`src/rtl/mux3_rr_arbiter_pkg.sv`:
```
// mux3_arb_pkg: shared types, source ids and select encoding for the 3:1 round-robin arbiter
package mux3_arb_pkg;
    typedef enum logic {IDLE, GRANT} arb_state_t;
    typedef logic [1:0] src_id_t;
    localparam src_id_t SRC0         = 2'd0;
    localparam src_id_t SRC1         = 2'd1;
    localparam src_id_t SRC2         = 2'd2;
    localparam src_id_t RST_LAST_GNT = 2'd2;
    function automatic logic [1:0] sel_of(src_id_t id);
        return {id == SRC2, id == SRC1};
    endfunction
endpackage

```
`src/rtl/mux3_rr_arbiter_rr_pick3.sv`:
```
// rr_pick3: combinational round-robin pick over three requests, order ptr+1, ptr+2, ptr
module rr_pick3
    import mux3_arb_pkg::*;
(
    input  logic [2:0] req,
    input  src_id_t    ptr,
    output logic       win_valid,
    output src_id_t    win_id
);
    src_id_t c1, c2;
    // candidates after the pointer get priority; the pointer itself is last
    always_comb begin
        c1        = (ptr == SRC2) ? SRC0 : ptr + 2'd1;
        c2        = (c1 == SRC2) ? SRC0 : c1 + 2'd1;
        win_valid = |req;
        win_id    = req[c1] ? c1 : (req[c2] ? c2 : ptr);
    end
endmodule

```
`src/rtl/mux3_rr_arbiter.sv`:
```
// mux3_rr_arbiter: round-robin burst arbiter driving a 3:1 mux into a one-entry output register
module mux3_rr_arbiter
    import mux3_arb_pkg::*;
#(
    parameter int WIDTH     = 8,
    parameter int MAX_BURST = 4
) (
    input  logic             clk,
    input  logic             rst_n,
    input  logic [2:0]       in_valid,
    input  logic [WIDTH-1:0] in_data0,
    input  logic [WIDTH-1:0] in_data1,
    input  logic [WIDTH-1:0] in_data2,
    output logic [2:0]       in_ready,
    output logic             out_valid,
    input  logic             out_ready,
    output logic [WIDTH-1:0] out_data,
    output logic [1:0]       out_src,
    output logic             sel0,
    output logic             sel1,
    output logic             busy
);
    localparam int CW = $clog2(MAX_BURST + 1);
    arb_state_t       state_q, state_d;
    src_id_t          g_q, g_d, last_gnt_q, last_gnt_d, ptr, win_id, out_src_q, out_src_d;
    logic [CW-1:0]    beat_cnt_q, beat_cnt_d;
    logic             out_valid_q, out_valid_d, win_valid;
    logic [WIDTH-1:0] out_data_q, out_data_d, mux_data;
    logic [1:0]       sel;
    logic             granted, slot_free, accept, decide;

    rr_pick3 u_pick (
        .req      (in_valid),
        .ptr      (ptr),
        .win_valid(win_valid),
        .win_id   (win_id)
    );

    // arbitration decision, handshake and next-state of every register
    always_comb begin
        granted     = state_q == GRANT;
        ptr         = granted ? g_q : last_gnt_q;
        sel         = granted ? sel_of(g_q) : 2'b00;
        mux_data    = sel[1] ? in_data2 : (sel[0] ? in_data1 : in_data0);
        slot_free   = !out_valid_q || out_ready;
        accept      = granted && in_valid[g_q] && slot_free;
        decide      = !granted || !in_valid[g_q] || (accept && beat_cnt_q == CW'(MAX_BURST - 1));
        state_d     = decide ? (win_valid ? GRANT : IDLE) : state_q;
        g_d         = (decide && win_valid) ? win_id : g_q;
        last_gnt_d  = (decide && !win_valid) ? ptr : last_gnt_q;
        beat_cnt_d  = decide ? '0 : beat_cnt_q + CW'(accept);
        out_valid_d = accept ? 1'b1 : (out_ready ? 1'b0 : out_valid_q);
        out_data_d  = accept ? mux_data : out_data_q;
        out_src_d   = accept ? g_q : out_src_q;
    end

    // state registers; reset drops any held beat and points priority at requester 0
    always_ff @(posedge clk) begin
        if (!rst_n) begin
            state_q     <= IDLE;
            g_q         <= SRC0;
            last_gnt_q  <= RST_LAST_GNT;
            beat_cnt_q  <= '0;
            out_valid_q <= 1'b0;
            out_data_q  <= '0;
            out_src_q   <= SRC0;
        end else begin
            state_q     <= state_d;
            g_q         <= g_d;
            last_gnt_q  <= last_gnt_d;
            beat_cnt_q  <= beat_cnt_d;
            out_valid_q <= out_valid_d;
            out_data_q  <= out_data_d;
            out_src_q   <= out_src_d;
        end
    end

    assign in_ready    = (granted && slot_free) ? (3'b001 << g_q) : 3'b000;
    assign {sel0, sel1} = sel;
    assign busy        = granted;
    assign out_valid   = out_valid_q;
    assign out_data    = out_data_q;
    assign out_src     = out_src_q;
endmodule
```
`config.mk`:
```
export PLATFORM = sky130hd
export DESIGN_NAME = mux3_rr_arbiter
export DESIGN_NICKNAME = d
export VERILOG_FILES = /design/src/rtl/mux3_rr_arbiter_pkg.sv /design/src/rtl/mux3_rr_arbiter_rr_pick3.sv /design/src/rtl/mux3_rr_arbiter.sv
export SDC_FILE = /design/constraint.sdc
export NUM_CORES = 1
export LEC_CHECK = 0
export BUFFER_PORTS_ARGS = -buffer_cell sky130_fd_sc_hd__buf_4
export CORE_UTILIZATION = 29
export DETAILED_ROUTE_END_ITERATION = 6
export PLACE_DENSITY = 0.64
export SLEW_MARGIN = 20
export SYNTH_ARGS = -nofsm -noshare
export SYNTH_HDL_FRONTEND = slang
export SYNTH_SLANG_ARGS = --single-unit
```
`constraint.sdc`:
```
create_clock -name clk -period 1.6 [get_ports clk]
set_input_delay 0.24 -clock clk [delete_from_list [all_inputs] [get_ports clk]]
set_output_delay 0.24 -clock clk [all_outputs]
set_load 0.005 [all_outputs]
```
==> Word-level counts from Yosys, hierarchy flattened <==
Cells that the tools add are included.
W data, S select, Z words.
{ "word_totals": {"out_inout_bits": 17, "register_bits": 19, "in_bits": 30, "wordCells": 54} }
{ "classes": {"n_mux": 18, "order_cmp": 3, "n_addsub": 3, "n_eq_ne": 5, "n_shift": 1, "n_reduce_logical": 16, "n_bitwise": 1} }
{ "ops": {"columns": ["op", "n"], "rows": [
  ["$mux W8", 2],
  ["$mux W2", 6],
  ["$lt A2 B3 Y1 const B", 3],
  ["$bmux W1 S2", 3],
  ["$eq A2 B2 Y1 const B", 3],
  ["$logic_and A1 B1 Y1", 6],
  ["$mux W1", 6],
  ["$add A2 B1 Y2 const B", 2],
  ["$logic_not A1 Y1", 4],
  ["$add A3 B1 Y3", 1],
  ["$eq A3 B2 Y1 const B", 1],
  ["$logic_or A1 B1 Y1", 3],
  ["$mux W3", 1],
  ["$reduce_or A3 Y1", 1],
  ["$shl A1 B2 Y3 const A", 1],
  ["$eq A2 B1 Y1 const B", 1],
  ["$reduce_bool A2 Y1", 1],
  ["$reduce_or A2 Y1", 1],
  ["$not A1 Y1", 1]
]} }

==> Logic depth before layout (Yosys ltp) <==
{ "logic_depth": {"word_depth": 9, "ltp_mapped": 8, "mapped_depth_nobuf": 7} }

==> By module <==
Synthesis repeated with hierarchy kept, for this count alone.
{ "hier_totals": {"cells_unflattened": 130, "area_unflattened_um2": 1128.6} }
{ "modules_own_cells": {"columns": ["module", "area_each_um2", "cells_per_inst", "seq_area_each_um2", "instances"], "rows": [
  ["mux3_rr_arbiter", 1072.3, 121, 380.4, 1],
  ["rr_pick3", 56.3, 9, 0.0, 1]
]} }

==> Worst setup path before layout <==
OpenSTA, ideal clock, no wires.
{ "synth_timing": {"path_kind": "register to register", "from": "register g_q[0]", "to": "register beat_cnt_q[1]", "slack_ns": -0.143, "arrival_ns": 1.627, "n_path_buf": 1, "stages_incl_launch_ff": 8, "period_less_slack_ns": 1.743, "required_time_ns": 1.485, "setup_ns": 0.115, "cell_sequence": "dfxtp_1 buf_6 mux2i_1 o21a_4 nor3_4 ha_1 ha_1 and3_1"} }
{ "synth_via": {"elab_chain_len": 7, "word_cells_on_any_way": 10, "cone_classes": "add/sub (1); mux (2); reduce/logical (7)"} }
{ "synth_rtl": {"columns": ["item", "line_no", "rtl"], "rows": [
  ["start, declared", "mux3_rr_arbiter.sv:25", "src_id_t g_q, g_d, last_gnt_q, last_gnt_d, ptr, win_id, out_src_q, out_src_d;"],
  ["start signal, assigned", "mux3_rr_arbiter.sv:69", "g_q <= g_d;"],
  ["$bmux W1 S2 (*)", "mux3_rr_arbiter.sv:46", "accept = granted && in_valid[g_q] && slot_free;"],
  ["$mux W1 (not written as such) (*)", "mux3_rr_arbiter.sv:46", null],
  ["$logic_and A1 B1 Y1 (*) (2 in a row)", "mux3_rr_arbiter.sv:46", null],
  ["via accept", "mux3_rr_arbiter.sv:30", "logic granted, slot_free, accept, decide;"],
  ["branches (longest 3 deep; another with $add A3 B1 Y3)", null, null],
  ["end signal, assigned", "mux3_rr_arbiter.sv:71", "beat_cnt_q <= beat_cnt_d;"],
  ["end, declared", "mux3_rr_arbiter.sv:26", "logic [CW-1:0] beat_cnt_q, beat_cnt_d;"]
]} }
Mark *: on every way through the listed nets, which the timed path passes. The select of a mux whose other input is x is not followed.
A chain may end at the register's enable or synchronous reset.

==> Worst setup path after layout <==
{ "layout_timing": {"from": "register g_q[0]", "to": "register beat_cnt_q[2]"} }
Same word-level chain as after synthesis.

==> summary.txt <==
Clock network
  • CTS clock-pin slew for the worst setup and hold paths: 70 ps
  • Clock Path Buffers: 2
  • CTS tree: done
  • Clk root buf: clkbuf_8
  • Worst-Skew Late Latency: ~260 ps
  • Post-CTS Hold Buffers: 0
  • Clock sink total: 19
  • CTS H-Tree Depth: 1
  • Cts bufs inserted: 3

Worst setup path
  • Startpoint types: flop
  • Worst Setup SP: g_q[0]$_SDFFE_PN0P_
  • Critical Path Most Common Cell: ha_1
  • WS Path Type: reg2reg
  • CP required: roughly 1800 ps
  • Crit. End Element: flop
  • Crit-path slowest cell: dfxtp_4
  • CP Cell Sequence: mux2i_4, o21a_4, nor3_4, ha_1, ha_1, xnor2_1, nor4_1
  • CP Max Fanout: 3
  • WP data arrival: 1720 ps
  • CP max stage delay: between 300 and 400 ps
  • RR Startpoint: g_q[0]$_SDFFE_PN0P_
  • Crit path buffers/inverters: 0
  • Top cell family by delay on the critical path: adder cells

Logic synthesis
  • Seq cells post-synth: 19
  • Synth Cell Area: about 1100 um2
  • Yosys Warn Count: 0
  • Post-synth top flop: dfxtp_1
  • Register area share after synthesis: 35.1%
  • Syn_nets: 144
  • Post-Syn Instances: 112
  • Syn Area/Cell: between 9 and 10 um2
  • Async set-reset flop share out of synthesis: 0%
  • Netlist cell types: 38
  • Post-synth EDFFs: 0

Route
  • DR DRC count: 0
  • Vias: approximately 1.0k
  • DRT Pass-1 Iters: 4
  • Final WL: approximately 2900 um
  • DR WL/cell: roughly 13 um
  • ANT nets after route: 0
  • DRT iter0 DRCs: 31
  • Vias per inst: 4.94

Power
  • Int Power: 0.868 mW
  • Sequential power share: 43.7%
  • Peak supply drop: 0.287 mV
  • Sw Ratio: about 28%
  • Clock share of power: 28.1%
  • PwrDens: 756 nW/um2
  • Combinational share of power: between 20% and 30%
  • Psw: ~0.33 mW
  • Total Power: 1.20 mW
  • Leak Pwr: 0.777 nW

Global routing
  • First-pass GRT wire length: 4610 um
  • GR Layer Usage met3: 0.725%
  • Total track usage: 14.6%
  • Pin count of the biggest net entering global routing: 16
  • Met2 GRT Util: 26.6%
  • Initial antenna violation count: 0
  • GR Overflow Total: 0
  • GR Util met1: 17.0%
  • Vias in the first global route: 1031
  • GR peak layer: met2

Placed design
  • GPL Wtd Cong: 0.703
  • Port Buffers: between 40 and 50
  • DP HPWL: ~2300 um
  • Post-Place Cells: 205
  • Area after DPL: ~1500 um2

Worst hold path
  • Hold Path Class: in2reg
  • Hold path startpoint: rst_n

Timing
  • RSZ-0062 raised after global routing: true
  • Period minus WS final: between 1500 and 2000 ps
  • Least-Margin Pin Slew: between 300 and 400 ps
  • Slew Limit Fails: 0
  • Rel. slew slack: 78.4%
  • Final setup vio count: 0
  • F_max: roughly 640 MHz
  • Clock skew: approximately 4.8 ps
  • Final period util: 96.9%
  • Final hold vios: 0

Floorplan
  • Core area: between 3000 and 4000 um2
  • Die W: ~63 um
  • Initial Utilization: a little under a third
  • Die area: 3980 um2
  • FP Rows: 21
  • Ports: 47
  • Die Y: 63.1 um

Finish
  • Final std cell area, no fill: roughly 1600 um2
  • Nets: approximately 200
  • Post-layout util: roughly 46%
  • Post-Layout Cell Count: roughly 210
  • Ant diodes: 0
  • Commonest non-fill, non-tap cell in the layout: buf_4
  • P&R area growth vs syn: 46.8%
  • Layout cells sized above 1: 48.8%
  • Most frequent cells in the layout: buf_4, dfxtp_1, nand2_1

Outcome
  • Status: finished clean

Flow run
  • Max-Cap Viols: 0
logic make-up after synthesis:
| group | after synthesis | synth area share (%) |
|---|---|---|
| fa+ha+maj | 2 | 2.31 |
| simple gates | 36 | 19.9 |
| xor+xnor | 1 | 0.809 |
| compound gates | 23 | 16.2 |
| flops | 19 | 35.1 |
| mux | 19 | 18.8 |
| buf+inv | 12 | 6.82 |
Yosys cell counts (2+ instances only):
cell	n	area share [%]
a21oi_1	3	1.4
and3_1	3	1.7
buf_2	2	0.92
buf_6	3	3.1
dfxtp_1	19	35
ha_1	2	2.3
inv_1	5	1.7
mux2_2	8	8.3
mux2i_1	10	9.2
nand2_1	13	4.5
nand3b_1	3	2.1
nand4_1	2	1.2
nor2_1	5	1.7
nor4_1	2	1.2
o22ai_1	8	4.6
o31ai_1	2	1.4
what timing repair did:
item | in CTS | in global routing
resized for setup | 3 | 6
buffers inserted | 0 | 3
setup endpoints to repair | 3 | 7
power groups by stage:
stage          Sequential (mW)  Clock (mW)  Combinational, mW
2_1_floorplan            0.528           0              0.185
3_3_place_gp             0.532           0              0.318
3_5_place_dp             0.534           0              0.324
4_1_cts                  0.524       0.346              0.327
5_1_grt                  0.529       0.371              0.366
6_report                 0.525       0.338              0.339
metal layers:
metal  vias to the layer above  share of wire, %
li1                        522                 -
met1                       497                41
met2                        21                54
met3                         7               1.9
met4                         0               2.4
met5                         -                 0
sequential cells by signal, summed over array words and instances (netlist names):
| register | count |
|---|---|
| out_data | 8 |
| beat_cnt_q | 3 |
| last_gnt_q | 2 |
| out_valid | 1 |
| out_src | 2 |
| busy | 1 |
| g_q | 2 |
final timing paths:
kind	endpoint	slack, ps	cells after the start
setup / recovery	beat_cnt_q[2]$_SDFF_PP0_	50	7
hold / removal	last_gnt_q[1]$_SDFFE_PN1P_	250	2
hold reg to reg	out_data[3]$_SDFFE_PN0P_	480	2
setup reg to reg	beat_cnt_q[2]$_SDFF_PP0_	50	7
layout make-up:
cell class	instances	area, um2
clock buffers	3	41.3
clock inverters	1	5.00
fillers	314	1850
inverters	5	18.8
multi-input cells	81	643
flip-flops and latches	19	388
well taps	46	57.6
repair buffers	57	435
stage by stage:
stage	hold slack, ps	setup TNS, ps	worst slack, ps
after floorplan	399	-150	-95.3
after global placement	457	0	34.5
after detailed placement	467	-54.9	-44.6
after CTS	256	0	7.36
after global routing	272	-86.4	-83.4
final	252	0	49.4
Note: power is estimated with default switching activity, not from simulation.
